File: src/rtl/example_result_capture.sv
// Result capture stage: samples qualified DUT results into a first-word fall-through FIFO and
// keeps sample count, checksum and drop statistics. Optional macro: RESULT_CAPTURE_TIMESTAMP_EN.
module example_result_capture #(
    parameter int unsigned DATA_W = 8,
    parameter int unsigned DEPTH  = 16,
    parameter int unsigned CNT_W  = 16
) (
    input  logic                       clk,
    input  logic                       rst,
    input  logic                       clear,
    input  logic [DATA_W-1:0]          z_in,
    input  logic                       z_valid,
`ifdef RESULT_CAPTURE_TIMESTAMP_EN
    output logic [CNT_W+DATA_W-1:0]    out_data,
`else
    output logic [DATA_W-1:0]          out_data,
`endif
    output logic                       out_valid,
    input  logic                       out_ready,
    output logic [CNT_W-1:0]           count,
    output logic [CNT_W-1:0]           checksum,
    output logic [CNT_W-1:0]           drop_count,
    output logic                       overflow,
    output logic [$clog2(DEPTH):0]     level
);

    localparam int unsigned AW = $clog2(DEPTH);
    localparam int unsigned PW = AW + 1;
`ifdef RESULT_CAPTURE_TIMESTAMP_EN
    localparam int unsigned ENTRY_W = CNT_W + DATA_W;
`else
    localparam int unsigned ENTRY_W = DATA_W;
`endif

    logic [ENTRY_W-1:0] mem [DEPTH];
    logic [PW-1:0]      wr_ptr_q, wr_ptr_d, rd_ptr_q, rd_ptr_d;
    logic [ENTRY_W-1:0] head_q, head_d, wdata;
    logic               valid_q, valid_d;
    logic [CNT_W-1:0]   count_q, count_d, sum_q, sum_d, drop_q, drop_d;
    logic               ovf_q, ovf_d;
    logic               full, pop, push, drop;

`ifdef RESULT_CAPTURE_TIMESTAMP_EN
    logic [CNT_W-1:0] ts_q;

    always_ff @(posedge clk or posedge rst) begin
        if (rst) begin
            ts_q <= '0;
        end else if (clear) begin
            ts_q <= '0;
        end else begin
            ts_q <= ts_q + CNT_W'(1);
        end
    end

    assign wdata = {ts_q, z_in};
`else
    assign wdata = z_in;
`endif

    always_comb begin
        full = (wr_ptr_q[AW-1:0] == rd_ptr_q[AW-1:0]) && (wr_ptr_q[AW] != rd_ptr_q[AW]);
        pop  = valid_q && out_ready;
        push = z_valid && (!full || pop);
        drop = z_valid && full && !pop;

        wr_ptr_d = wr_ptr_q;
        rd_ptr_d = rd_ptr_q;
        count_d  = count_q;
        sum_d    = sum_q;
        drop_d   = drop_q;
        ovf_d    = ovf_q;
        head_d   = head_q;
        valid_d  = valid_q;

        if (clear) begin
            wr_ptr_d = '0;
            rd_ptr_d = '0;
            count_d  = '0;
            sum_d    = '0;
            drop_d   = '0;
            ovf_d    = 1'b0;
            valid_d  = 1'b0;
        end else begin
            if (push) begin
                wr_ptr_d = wr_ptr_q + PW'(1);
                count_d  = count_q + CNT_W'(1);
                sum_d    = sum_q + CNT_W'(z_in);
            end
            if (pop) begin
                rd_ptr_d = rd_ptr_q + PW'(1);
            end
            if (drop) begin
                ovf_d = 1'b1;
                if (drop_q != '1) begin
                    drop_d = drop_q + CNT_W'(1);
                end
            end
            // Bypass the write when the new head is the slot being written this edge.
            if (push && (wr_ptr_q[AW-1:0] == rd_ptr_d[AW-1:0])) begin
                head_d = wdata;
            end else begin
                head_d = mem[rd_ptr_d[AW-1:0]];
            end
            valid_d = (wr_ptr_d != rd_ptr_d);
        end
    end

    always_ff @(posedge clk) begin
        if (push && !clear) begin
            mem[wr_ptr_q[AW-1:0]] <= wdata;
        end
    end

    always_ff @(posedge clk or posedge rst) begin
        if (rst) begin
            wr_ptr_q <= '0;
            rd_ptr_q <= '0;
            head_q   <= '0;
            valid_q  <= 1'b0;
            count_q  <= '0;
            sum_q    <= '0;
            drop_q   <= '0;
            ovf_q    <= 1'b0;
        end else begin
            wr_ptr_q <= wr_ptr_d;
            rd_ptr_q <= rd_ptr_d;
            head_q   <= head_d;
            valid_q  <= valid_d;
            count_q  <= count_d;
            sum_q    <= sum_d;
            drop_q   <= drop_d;
            ovf_q    <= ovf_d;
        end
    end

    assign out_data   = head_q;
    assign out_valid  = valid_q;
    assign count      = count_q;
    assign checksum   = sum_q;
    assign drop_count = drop_q;
    assign overflow   = ovf_q;
    assign level      = wr_ptr_q - rd_ptr_q;

endmodule

File: config.mk
export PLATFORM = sky130hd
export DESIGN_NAME = example_result_capture
export DESIGN_NICKNAME = d
export VERILOG_FILES = /design/src/rtl/example_result_capture.sv
export SDC_FILE = /design/constraint.sdc
export NUM_CORES = 1
export LEC_CHECK = 0
export BUFFER_PORTS_ARGS = -buffer_cell sky130_fd_sc_hd__buf_4
export CAP_MARGIN = 25
export CORE_ASPECT_RATIO = 0.75
export CORE_UTILIZATION = 57
export DETAILED_ROUTE_END_ITERATION = 6
export PLACE_DENSITY = 0.76
export SETUP_SLACK_MARGIN = 0.05
export SYNTH_ARGS = -nofsm -noshare
export SYNTH_HDL_FRONTEND = slang
export SYNTH_SLANG_ARGS = --single-unit
File: constraint.sdc
create_clock -name clk -period 3.1 [get_ports clk]
set_input_delay 0.155 -clock clk [delete_from_list [all_inputs] [get_ports clk]]
set_output_delay 0.155 -clock clk [all_outputs]
set_load 0.01 [all_outputs]
Word-level counts from Yosys, hierarchy flattened
Memory sizes are Yosys's and may differ from the RTL's. A register that Yosys moved wholly into a read port is not among the register bits.
Index checks and enable logic that the tools add are counted.
- ROM bits: 0
- memories: 1
- word-level logic and storage cells: 51
- register bits after elaboration: 60
- bits in writable memories: 128
- input bits: 13
- output and inout port bits: 63
- bits in latches: 0
- memories (name ; depth ; width ; rd ports ; clocked after Yosys merged registers in ; wr ports ; line ; source):
    mem ; 16 ; 8 ; 1 ; 1 ; 1 ; 35 ; logic [ENTRY_W-1:0] mem [DEPTH];
- reduce and logical (&&, ||, !) cells: 15
- bitwise gates (word level): 0
- divide/modulo/power cells: 0
- add/subtract/negate cells: 6
- shift-type cells: 0
- mux-type cells: 18
- equality and inequality tests: 4
- magnitude comparators: 0
- $mul: 0
- operators by type and width (operator ; number):
    2-to-1 mux 16 bit ; 7
    adder 16 x 1 -> 16 bit, second input constant ; 2
    2-to-1 mux 5 bit ; 6
    adder 16 x 8 -> 16 bit ; 1
    != test 16 bit, second input constant ; 1
    adder 5 x 1 -> 5 bit, second input constant ; 2
    logical AND 1 bit ; 6
    nonzero test 2 bit ; 3
    2-to-1 mux 1 bit ; 5
    != test 5 bit ; 1
    subtractor 5 bit ; 1
    equality test 4 bit ; 1
    zero test 1 bit ; 4
    AND reduction 2 bit ; 1
    logical OR 1 bit ; 1
    != test 1 bit ; 1

Logic depth before layout (Yosys ltp)
Gate-level depths: netlist (run 1).
- depth after elaboration: 9
- mapped depth: 9
- mapped depth without buffers: 7

Worst setup path before layout (run 1)
OpenSTA, ideal clock, no wires.
- path kind: register to register
- start point: register wr_ptr_q[0]
- end point: register drop_q[10] (netlist: drop_count[10])
- data required time: 2.968 ns
- arrival time: 2.306 ns
- setup slack: 0.662 ns
- library setup time: 0.132 ns
- cell stages (with the launch flop): 10
- buffers on the path: 2
- clock period less this slack: 2.438 ns
- path through: dfrtp_1 inv_1 ha_1 nand4_1 or4b_1 buf_6 buf_8 nor4_2 xnor2_1 nor2_1
- longest elaborated chain between the ends: 6
- ends and longest elaborated chain (item ; line ; source):
    from (decl) ; 36 ; logic [PW-1:0] wr_ptr_q, wr_ptr_d, rd_ptr_q, rd_ptr_d;
    from (signal assigned) ; 126 ; wr_ptr_q <= wr_ptr_d;
    equality test 4 bit ; 62 ; full = (wr_ptr_q[AW-1:0] == rd_ptr_q[AW-1:0]) && (wr_ptr_q[AW] != rd_ptr_q[AW]);
    logical AND 1 bit ; 62 ;
    logical AND 1 bit (2 in series) ; 65 ; drop = z_valid && full && !pop;
    nonzero test 2 bit (no line) ; n/a ;
    AND reduction 2 bit (no line) ; n/a ;
    to (signal assigned) ; 132 ; drop_q <= drop_d;
    to (decl) ; 39 ; logic [CNT_W-1:0] count_q, count_d, sum_q, sum_d, drop_q, drop_d;
No other way between the ends.
A chain may end at the register's enable or synchronous reset.

Final worst setup path (run 1)
- start point: register rd_ptr_q[0]
- end point: register head_q[5] (netlist: out_data[5]) (read register of mem)
- longest elaborated chain between the ends: 3
- ends and longest elaborated chain (item ; line ; source):
    from (decl) ; 36 ;
    from (signal assigned) ; 127 ; rd_ptr_q <= rd_ptr_d;
    adder 5 x 1 -> 5 bit ; 91 ; rd_ptr_d = rd_ptr_q + PW'(1);
    2-to-1 mux 5 bit * ; 90 ; if (pop) begin
    2-to-1 mux 5 bit * ; 76 ; if (clear) begin
    to (decl) ; 37 ; logic [ENTRY_W-1:0] head_q, head_d, wdata;
Mark *: on every way between the ends. The rest lies on a longest branch, timed or not. The select of a mux whose other input is x is not followed.

==> reports/qor.yml, run 1 <==
run_status:
  outcome: "finished, violations left"
  violations: "design-rule violations"
power_and_ir_drop:
  report.power.total_mw: 5.92
  p_leak_nw: 4.20
  power_density_mw_per_mm2: 538
  ir_drop_mv: 0.322
clock_tree:
  cts_setup_buffers: 0
  postCtsHoldBufs: 1
  cts-root-buf: "clkbuf_16"
  path_clk_slew_ns: 0.07
  cts.sinks: 196
  cts_tree: "built"
  clk_latency_ns: 0.44
  clockBufferDepth: 2
  cts.repair.resized: 0
  htreeDepth: 4
  cts_inserted_buffers: 17
logic_synthesis:
  synth_top_area_cell: "edfxtp_1"
  synthMuxAreaShare: 0.00429
  synth_cells: 792
  ys_seq_elements: 196
  synth_top_family_by_area: "compound AO/OA/AOI/OAI gates"
  synth_top_area_frac: 0.399
  synthAdderAreaFrac: 0.0288
  ys_warn_count: 0
  synthFlopType: "edfxtp_1"
  synthesis.area_mm2: 0.00963
  synth_edf_count: 128
  synth_nets: 826
  synth_top_cells_by_area: "edfxtp_1 40%, dfrtp_1 18%, and3_1 3.8%"
  synth_area_per_cell_um2: 12.2
  synth-simple-area-share: 0.135
  yosysSeqAreaShare: 0.576
  synth-xor-area-share: 0.0446
  synth_cell_types: 62
  synth_compound_area_frac: 0.178
  synth-async-reset-ratio: 0.347
setup_path:
  crit_arrival_ns: 3.04
  rr_endpoint: "out_data[5]"
  startpoint_type: "flop"
  cp_data_required_time_ns: 3.39
  r2r_slack_ns: 0.35
  ff2ff_path_depth: 6
  r2r_start: "rd_ptr_q[0]"
  critPathMaxFanout: 40
  end_kind: "flop"
  criticalPathCategory: "flop to flop"
global_routing:
  grt_max_degree: 101
  overflow: 0
  antenna_found_initial: 1
  grt_pass1_vias: 6816
  grt_use_total: 0.279
  grt_pass1_wl_mm: 36.8
min_path:
  hold_path_end: "mem[10][7]"
  min_path_type: "primary input to flop"
  hold_path_depth: 1
  hp-start: "z_in[7]"
detailed_routing:
  wl_met1_mm: 9.81
  drt_iter0_drc: 820
  wl_per_cell_um: 21.6
  num_vias: 6992
  met2RoutedLength_mm: 11.0
  highest_layer: "met5"
  firstDrtPassIters: 7
  routed_wl_mm: 23.3
  vias_per_cell: 6.49
  ant_nets: 0
  wl_met3_mm: 2.05
  post-route-drc-count: 6
final_layout:
  nFillCells: 1157
  multiInputGateArea_mm2: 0.00377
  final_layout_size_suffix_gt1_frac: 0.171
  nets: 888
  register_area_mm2: 0.00555
  insertedDiodeCount: 0
  stdcell_area_mm2: 0.0110
  area_delta_synth_final_pct: 14.3
place:
  dpl.hpwl_mm: 15.2
  place_area_mm2: 0.0104
  portBuffers: 75
  gp_congestion: 0.923
  pre_cts_slack_ns: 0.398
sta:
  final_hold_viol_count: 0
  clock.fmax_ghz: 0.363
  relSlewSlack: 0.412
  setup_viol: 0
  tns_ns: 0
  tightestPinTransition_ns: 0.875
  fin_crit_ns: 2.75
  rsz0062_at_grt: "false"
  finalWorstSetupSlack_ns: 0.347
  period_share: 0.888
  drv_slew: 0
  skew_ns: 0.0138
floorplan:
  die_w_um: 152
  io_pins: 76
  rows: 40
  initial_core_util: 0.592
  dieArea_mm2: 0.0174
  die_h_um: 115
  core-area_mm2: 0.0163
flow_run:
  maxCapViolCount: 0
-- through the flow --
step	std cells	hold WS (ns)	util
2_1_floorplan	792	0.254	-
3_3_place_gp	1043	0.251	0.640
3_5_place_dp	1044	0.264	0.641
4_1_cts	1077	0.0680	0.677
5_1_grt	1077	0.0755	0.677
6_report	1077	0.0935	0.677
-- Yosys cell counts (all sizes together) (13+ instances only) --
cell and n:
a221o 17, nand3 14, a21oi 31, edfxtp 128, and2 18, nor2 45
a21boi 32, clkbuf 44, a32o 16, ha 19, nand2 30, a32oi 16
o21ai 13, a211o 18, xnor2 37, buf 14, inv 18, dfrtp 68
and3 58, o32a 16
-- cell families after synthesis --
| group | count (synthesis) |
|---|---|
| simple gates | 233 |
| mux | 4 |
| compound gates | 213 |
| xor+xnor | 49 |
| flops | 196 |
| buf+inv | 76 |
| fa+ha+maj | 21 |
-- worst max-delay path by stage --
| stage | start | end | cells past startpoint |
|---|---|---|---|
| 2_1_floorplan | wr_ptr_q[0] | drop_count[10] | 9 |
| 6_report | rd_ptr_q[0] | out_data[5] | 6 |
| 5_1_grt | rd_ptr_q[2] | mem[5][6] | 8 |
| 3_3_place_gp | rd_ptr_q[2] | drop_count[13] | 8 |
| 3_5_place_dp | rd_ptr_q[2] | drop_count[13] | 8 |
| 4_1_cts | rd_ptr_q[2] | drop_count[13] | 8 |
-- layer usage --
metal / vias up / global-route usage
met4: 2 / 0.0850
li1: 3204 / -
met1: 3454 / 0.379
met2: 288 / 0.443
met5: - / 0
met3: 44 / 0.0746
-- worst max-delay path: stages, from the launching register on --
cell and delay (ns):
dfrtp_1 0.49, a21bo_2 0.71, nand2_1 0.10, buf_4 0.27
a221o_1 0.34, a32oi_1 0.49, a31oi_1 0.19
-- registers in the layout, indices dropped and copies added (netlist names) --
register    flops
out_valid       1
out_data        8
wr_ptr_q        5
checksum       16
overflow        1
mem           128
count          16
rd_ptr_q        5
drop_count     16
-- power by group --
group | leakage (nW) | switching [mW] | internal, mW
registers | 2.07 | 0.0516 | 2.85
clock network | 0.271 | 1.03 | 1.14
logic | 1.86 | 0.509 | 0.350
-- layout by cell type, fill, tap and decap left out, types with 5 or more instances in the layout --
cell / synthesis / layout
inv_1: 18 / 17
nor3_1: 12 / 11
a221o_1: 17 / 17
a32oi_1: 16 / 16
a21boi_0: 32 / 32
or4_1: 5 / 5
nand2_1: 30 / 30
nand4_1: 11 / 11
a211oi_1: 6 / 6
nor2_1: 45 / 45
nand3_1: 14 / 14
o31ai_1: 6 / 5
xor2_1: 12 / 12
o32a_1: 16 / 16
a21oi_1: 31 / 31
nor4_1: 5 / 5
a211o_1: 18 / 18
and3_1: 58 / 58
and2_1: 17 / 17
clkbuf_16: 0 / 17
inv_6: 0 / 5
or3_1: 9 / 9
dfrtp_1: 68 / 68
xnor2_1: 37 / 37
ha_1: 19 / 19
a32o_1: 16 / 16
o41ai_1: 8 / 8
edfxtp_1: 128 / 128
buf_4: 0 / 98
o21ai_0: 13 / 13
nand2b_1: 9 / 9
a21o_1: 5 / 5
a31oi_1: 8 / 8
-- final cells by class --
| class | count | area share |
|---|---|---|
| repair buffers | 101 | 0.0714 |
| clock buffers | 19 | 0.0393 |
| flip-flops and latches | 196 | 0.504 |
| multi-input cells | 520 | 0.343 |
| inverters | 18 | 0.00614 |
| well taps | 210 | 0.0239 |
| clock inverters | 13 | 0.0126 |
Power figures use the tool's default switching activity.
==> run 2, diff against run 1 <==
--- a/config.mk
+++ b/config.mk
@@ -11,6 +11,7 @@
 export CORE_UTILIZATION = 57
 export DETAILED_ROUTE_END_ITERATION = 6
 export PLACE_DENSITY = 0.76
+export RECOVER_POWER = 100
 export SETUP_SLACK_MARGIN = 0.05
 export SYNTH_ARGS = -nofsm -noshare
 export SYNTH_HDL_FRONTEND = slang
==> reports/qor.yml, run 2 (synthesis results as in run 1) <==
setup_path:
  criticalPathCategory: "flop to flop"
  path_cells: "a21bo_2 > nand2_1 > clkbuf_4 > a221o_1 > a32oi_1 > a31oi_1"
  end_kind: "flop"
  crit_slowest_cell: "a21bo_2"
  r2r_slack_ns: 0.25  # -0.10 ns
  critPathMaxFanout: 40  # unchanged
  startpoint_type: "flop"
  cp_data_required_time_ns: 3.39  # about the same
  slowest_delay_ns: 0.71  # about the same
  crit_arrival_ns: 3.14  # +0.10 ns
place:
  gp_congestion: 0.923  # unchanged
  dpl.hpwl_mm: 15.2  # unchanged
  pre_cts_slack_ns: 0.398  # unchanged
  portBuffers: 75  # unchanged
clock_tree:
  cts_tree: "built"
  cts.sinks: 196  # unchanged
  htreeDepth: 4  # unchanged
  clockBufferDepth: 2  # unchanged
  cts.repair.resized: 0  # unchanged
  clk_latency_ns: 0.44  # about the same
  path_clk_slew_ns: 0.07  # about the same
  cts_setup_buffers: 0  # unchanged
  postCtsHoldBufs: 1  # unchanged
  cts-root-buf: "clkbuf_16"
  cts_inserted_buffers: 17  # unchanged
sta:
  tightestPinTransition_ns: 2.33  # +1.46 ns
  relSlewSlack: -0.555  # -0.967
  drv_slew: 70  # +70
  setup_viol: 0  # unchanged
  clock.fmax_ghz: 0.351  # -3.4%
  final_hold_viol_count: 0  # unchanged
  rsz0062_at_grt: "false"
  skew_ns: 0.0148  # +0.00101 ns
  fin_crit_ns: 2.85  # +0.0960 ns
  period_share: 0.919  # +0.0310
  finalWorstSetupSlack_ns: 0.251  # -0.0960 ns
  tns_ns: 0  # unchanged
floorplan:
  dieArea_mm2: 0.0174  # unchanged
  rows: 40  # unchanged
  core-area_mm2: 0.0163  # unchanged
  io_pins: 76  # unchanged
  die_w_um: 152  # unchanged
  die_h_um: 115  # unchanged
  initial_core_util: 0.592  # unchanged
global_routing:
  overflow: 0  # unchanged
  grt_pass1_vias: 6816  # unchanged
  grt_max_degree: 101  # unchanged
  antenna_found_initial: 1  # unchanged
  grt_pass1_wl_mm: 36.8  # unchanged
  grt_use_total: 0.279  # unchanged
final_layout:
  final_common_cell: "edfxtp_1"
  final_layout_size_suffix_gt1_frac: 0.0727  # -0.0980
  most-common-layout-cells: "128 x edfxtp_1, 79 x clkbuf_1, 68 x dfrtp_1"
  nets: 888  # unchanged
  final_core_util: 0.656  # -0.0207
  insertedDiodeCount: 0  # unchanged
  largest_reg_flops: 128  # unchanged
  area_delta_synth_final_pct: 10.8
power_and_ir_drop:
  power_frac_clock: 0.369  # +0.004
  pwr-share-comb: 0.137  # -0.008
  p_sw_frac: 0.269  # +0.00158
  power_density_mw_per_mm2: 550  # +2.2%
  p_int_mw: 4.29  # -1.2%
  ir_drop_mv: 0.326  # +1.1%
  p_sw_mw: 1.58  # -0.38%
  seq_power_share: 0.494  # +0.004
  p_leak_nw: 3.89  # -7.5%
  report.power.total_mw: 5.87  # -0.96%
detailed_routing:
  firstDrtPassIters: 7  # unchanged
  wl_per_cell_um: 21.5  # -0.51%
  num_vias: 6924  # -0.97%
  post-route-drc-count: 6  # unchanged
  vias_per_cell: 6.43  # -0.97%
  drt_iter0_drc: 813  # -0.85%
  ant_nets: 0  # unchanged
  routed_wl_mm: 23.2  # -0.51%
run_status:
  outcome: "finished, violations left"
  violations: "design-rule violations, max-capacitance violations, max-slew violations"
flow_run:
  maxCapViolCount: 2  # +2
min_path:
  min_path_type: "primary input to flop"
[run 2: critical path: cells and delay by family, from the launching register on]
family | cells | cell delay (ns)
buffers and inverters | 1 | 0.32
AOI/OAI and AO/OA | 4 | 1.79
DFF | 1 | 0.49
and+or+nand+nor | 1 | 0.10
[run 2: final cells by class]
cell class	instances	area, µm²
timing repair buffer	101	497
fill	1239	5600
multi-input combinational	520	3720
inverter	18	67.6
clock buffer	19	433
tap	210	263
sequential	196	5550
clock inverter	13	139
[run 2: power by group through the flow]
stage               clock, mW  sequential, mW  combinational (mW)
finish                   2.16            2.90               0.803
global route             2.30            2.91               0.876
CTS                      2.18            2.90               0.851
detailed placement          0            2.95               0.844
global placement            0            2.95               0.823
floorplan                   0            2.96               0.523
[run 2: per-stage QoR]
step,hold slack (ns),std cells,cell area [µm²]
after floorplan,0.254,792,9630
after global placement,0.251,1043,10400
after detailed placement,0.264,1044,10400
after CTS,0.0680,1077,11000
after global routing,0.104,1077,10700
final,0.0930,1077,10700
[run 2: final timing paths]
path | depth (start not counted) | start | endpoint
min reg2reg | 2 | checksum[4] | checksum[4]
min | 2 | clear | count[2]
max reg2reg | 6 | rd_ptr_q[0] | out_data[5]
max | 6 | rd_ptr_q[0] | out_data[5]
min in group asynchronous | 4 | rst | count[15]
max in group asynchronous | 4 | rst | checksum[1]
[run 2: metal layers]
metal  share of wire  up-vias  GRT usage  routed length [µm]
met5         0.00039        -          0                   9
met4           0.016        2     0.0850                 365
met3           0.087       38     0.0746                2020
met2            0.47      289      0.443               10900
met1            0.42     3394      0.379                9850
li1                -     3201          -                   -
==> run 3, diff against run 2 <==
--- a/config.mk
+++ b/config.mk
@@ -5,7 +5,7 @@
 export SDC_FILE = /design/constraint.sdc
 export NUM_CORES = 1
 export LEC_CHECK = 0
-export BUFFER_PORTS_ARGS = -buffer_cell sky130_fd_sc_hd__buf_4
+export BUFFER_PORTS_ARGS = -buffer_cell sky130_fd_sc_hd__clkbuf_2
 export CAP_MARGIN = 25
 export CORE_ASPECT_RATIO = 0.75
 export CORE_UTILIZATION = 57
==> reports/qor.yml, run 3 (synthesis results as in run 1) <==
final_layout:
  largest_reg_flops: 128  # unchanged
  fin_cells: 1080  # +0.28%
  nets: 891  # +0.34%
  stdcell_area_mm2: 0.0107  # -0.14%
  insertedDiodeCount: 0  # unchanged
  final_core_util: 0.655  # -0.000923
  nFillCells: 1200  # -3.1%
  final_common_cell: "edfxtp_1"
  final_layout_size_suffix_gt1_frac: 0.0701  # -0.00255
  area_delta_synth_final_pct: 10.6
  most-common-layout-cells: "128 x edfxtp_1, 80 x clkbuf_1, 68 x dfrtp_1"
sta:
  drv_slew: 0  # -100%
  fin_crit_ns: 2.90  # +0.0494 ns
  final_hold_viol_count: 0  # unchanged
  hold_ws_ns: 0.263  # +0.170 ns
  setup_viol: 0  # unchanged
  rsz0062_at_grt: "false"
  tightestPinTransition_ns: 1.27  # -1.07 ns
  relSlewSlack: 0.156  # +0.711
  finalWorstSetupSlack_ns: 0.201  # -0.0494 ns
  tns_ns: 0  # unchanged
  clock.fmax_ghz: 0.345  # -1.7%
  skew_ns: 0.0134  # -0.00140 ns
  period_share: 0.935  # +0.0159
clock_tree:
  postCtsHoldBufs: 2  # +1
  clockBufferDepth: 2  # unchanged
  htreeDepth: 4  # unchanged
  cts-root-buf: "clkbuf_16"
  path_clk_slew_ns: 0.07  # about the same
  cts_inserted_buffers: 17  # unchanged
  cts_setup_buffers: 0  # unchanged
  cts.sinks: 196  # unchanged
  cts.repair.resized: 0  # unchanged
  clk_latency_ns: 0.43  # about the same
  cts_tree: "built"
setup_path:
  r2r_start: "wr_ptr_q[0]"
  criticalPathCategory: "flop to flop"
  rr_endpoint: "mem[9][7]"
  r2r_slack_ns: 0.20  # -0.05 ns
  startpoint_type: "flop"
  cp_data_required_time_ns: 3.22  # -0.17 ns
  critPathMaxFanout: 8  # -80%
  ff2ff_path_depth: 7  # +1
  end_kind: "flop"
  crit_arrival_ns: 3.02  # -0.12 ns
detailed_routing:
  routed_wl_mm: 23.6  # +1.7%
  num_vias: 7023  # +1.4%
  post-route-drc-count: 5  # -1
  drt_iter0_drc: 699  # -14%
  vias_per_cell: 6.50  # +1.1%
  firstDrtPassIters: 7  # unchanged
  ant_nets: 0  # unchanged
  wl_per_cell_um: 21.8  # +1.4%
min_path:
  hp-start: "z_in[0]"
  hold_path_end: "checksum[0]"
  min_path_type: "primary input to flop"
  hold_path_depth: 4  # +2
power_and_ir_drop:
  ir_drop_mv: 0.386  # +18%
  p_leak_nw: 3.90  # +0.28%
  power_density_mw_per_mm2: 554  # +0.65%
  report.power.total_mw: 5.90  # +0.51%
place:
  dpl.hpwl_mm: 15.6  # +2.7%
  dp.cells: 1046  # +0.19%
  gp_congestion: 0.962  # +4.2%
  place_area_mm2: 0.0103  # -1.5%
  pre_cts_slack_ns: 0.197  # -0.200 ns
  portBuffers: 75  # unchanged
floorplan:
  io_pins: 76  # unchanged
  dieArea_mm2: 0.0174  # unchanged
  core-area_mm2: 0.0163  # unchanged
  rows: 40  # unchanged
  die_w_um: 152  # unchanged
  initial_core_util: 0.592  # unchanged
  die_h_um: 115  # unchanged
global_routing:
  grt_use_total: 0.281  # +0.00140
  grt-busiest-layer: "met2"
  grt_use_met1: 0.407  # +0.0279
  overflow: 0  # unchanged
  grt_pass1_wl_mm: 36.9  # about the same
  grt_max_degree: 81  # -20%
  grtUsageMet3: 0.0772  # +0.00265
  grt_use_met2: 0.410  # -0.0329
  grt_pass1_vias: 6622  # -2.8%
  antenna_found_initial: 0  # -1
run_status:
  outcome: "finished, violations left"
  violations: "design-rule violations"
flow_run:
  maxCapViolCount: 0  # -2
[run 3: changes by cell type in the layout (fill, tap and decap cells not counted), moves of 2 or more]
cell / delta
buf_4: -6
and2_0: -3
clkbuf_2: +6
a2111oi_0: +2
inv_8: +5
inv_6: -3
and2_1: +3
a2111oi_2: -2
[run 3: metal layers]
layer,vias up,part of all wire
li1,3206,-
met1,3462,0.44
met2,330,0.45
met3,25,0.098
met4,0,0.014
met5,-,0
[run 3: area by class of cell]
| class | instances | area (µm²) | area share |
|---|---|---|---|
| Tap cell | 210 | 263 | 0.0247 |
| Inverter | 18 | 67.6 | 0.00634 |
| Sequential cell | 196 | 5550 | 0.521 |
| Clock buffer | 17 | 425 | 0.0399 |
| Timing Repair Buffer | 104 | 495 | 0.0465 |
| Clock inverter | 15 | 153 | 0.0143 |
| Multi-Input combinational cell | 520 | 3700 | 0.348 |
[run 3: worst max-delay path by stage]
stage | from | to | slack [ns] | cells after the start
6_report | wr_ptr_q[0] | mem[9][7] | 0.20 | 7
5_1_grt | wr_ptr_q[0] | count[13] | 0.03 | 7
4_1_cts | wr_ptr_q[0] | drop_count[9] | 0.18 | 8
3_5_place_dp | wr_ptr_q[0] | drop_count[9] | 0.20 | 8
3_3_place_gp | rd_ptr_q[0] | out_data[3] | 0.49 | 6
2_1_floorplan | wr_ptr_q[0] | drop_count[10] | 0.66 | 9
[run 3: critical path, stage by stage, from the launching register on]
cell and delay, ns:
dfrtp_1 0.51, inv_1 0.14, ha_1 0.32, nand4_1 0.26, o31ai_1 0.75, nor4b_1 0.11, clkbuf_1 0.16, and2_0 0.34
[run 3: report_power, final]
| part | leakage (nW) | total [mW] | switching (mW) | internal [mW] |
|---|---|---|---|---|
| logic | 1.55 | 0.823 | 0.527 | 0.296 |
| clock network | 0.282 | 2.17 | 1.08 | 1.08 |
| registers | 2.07 | 2.91 | 0.0592 | 2.85 |
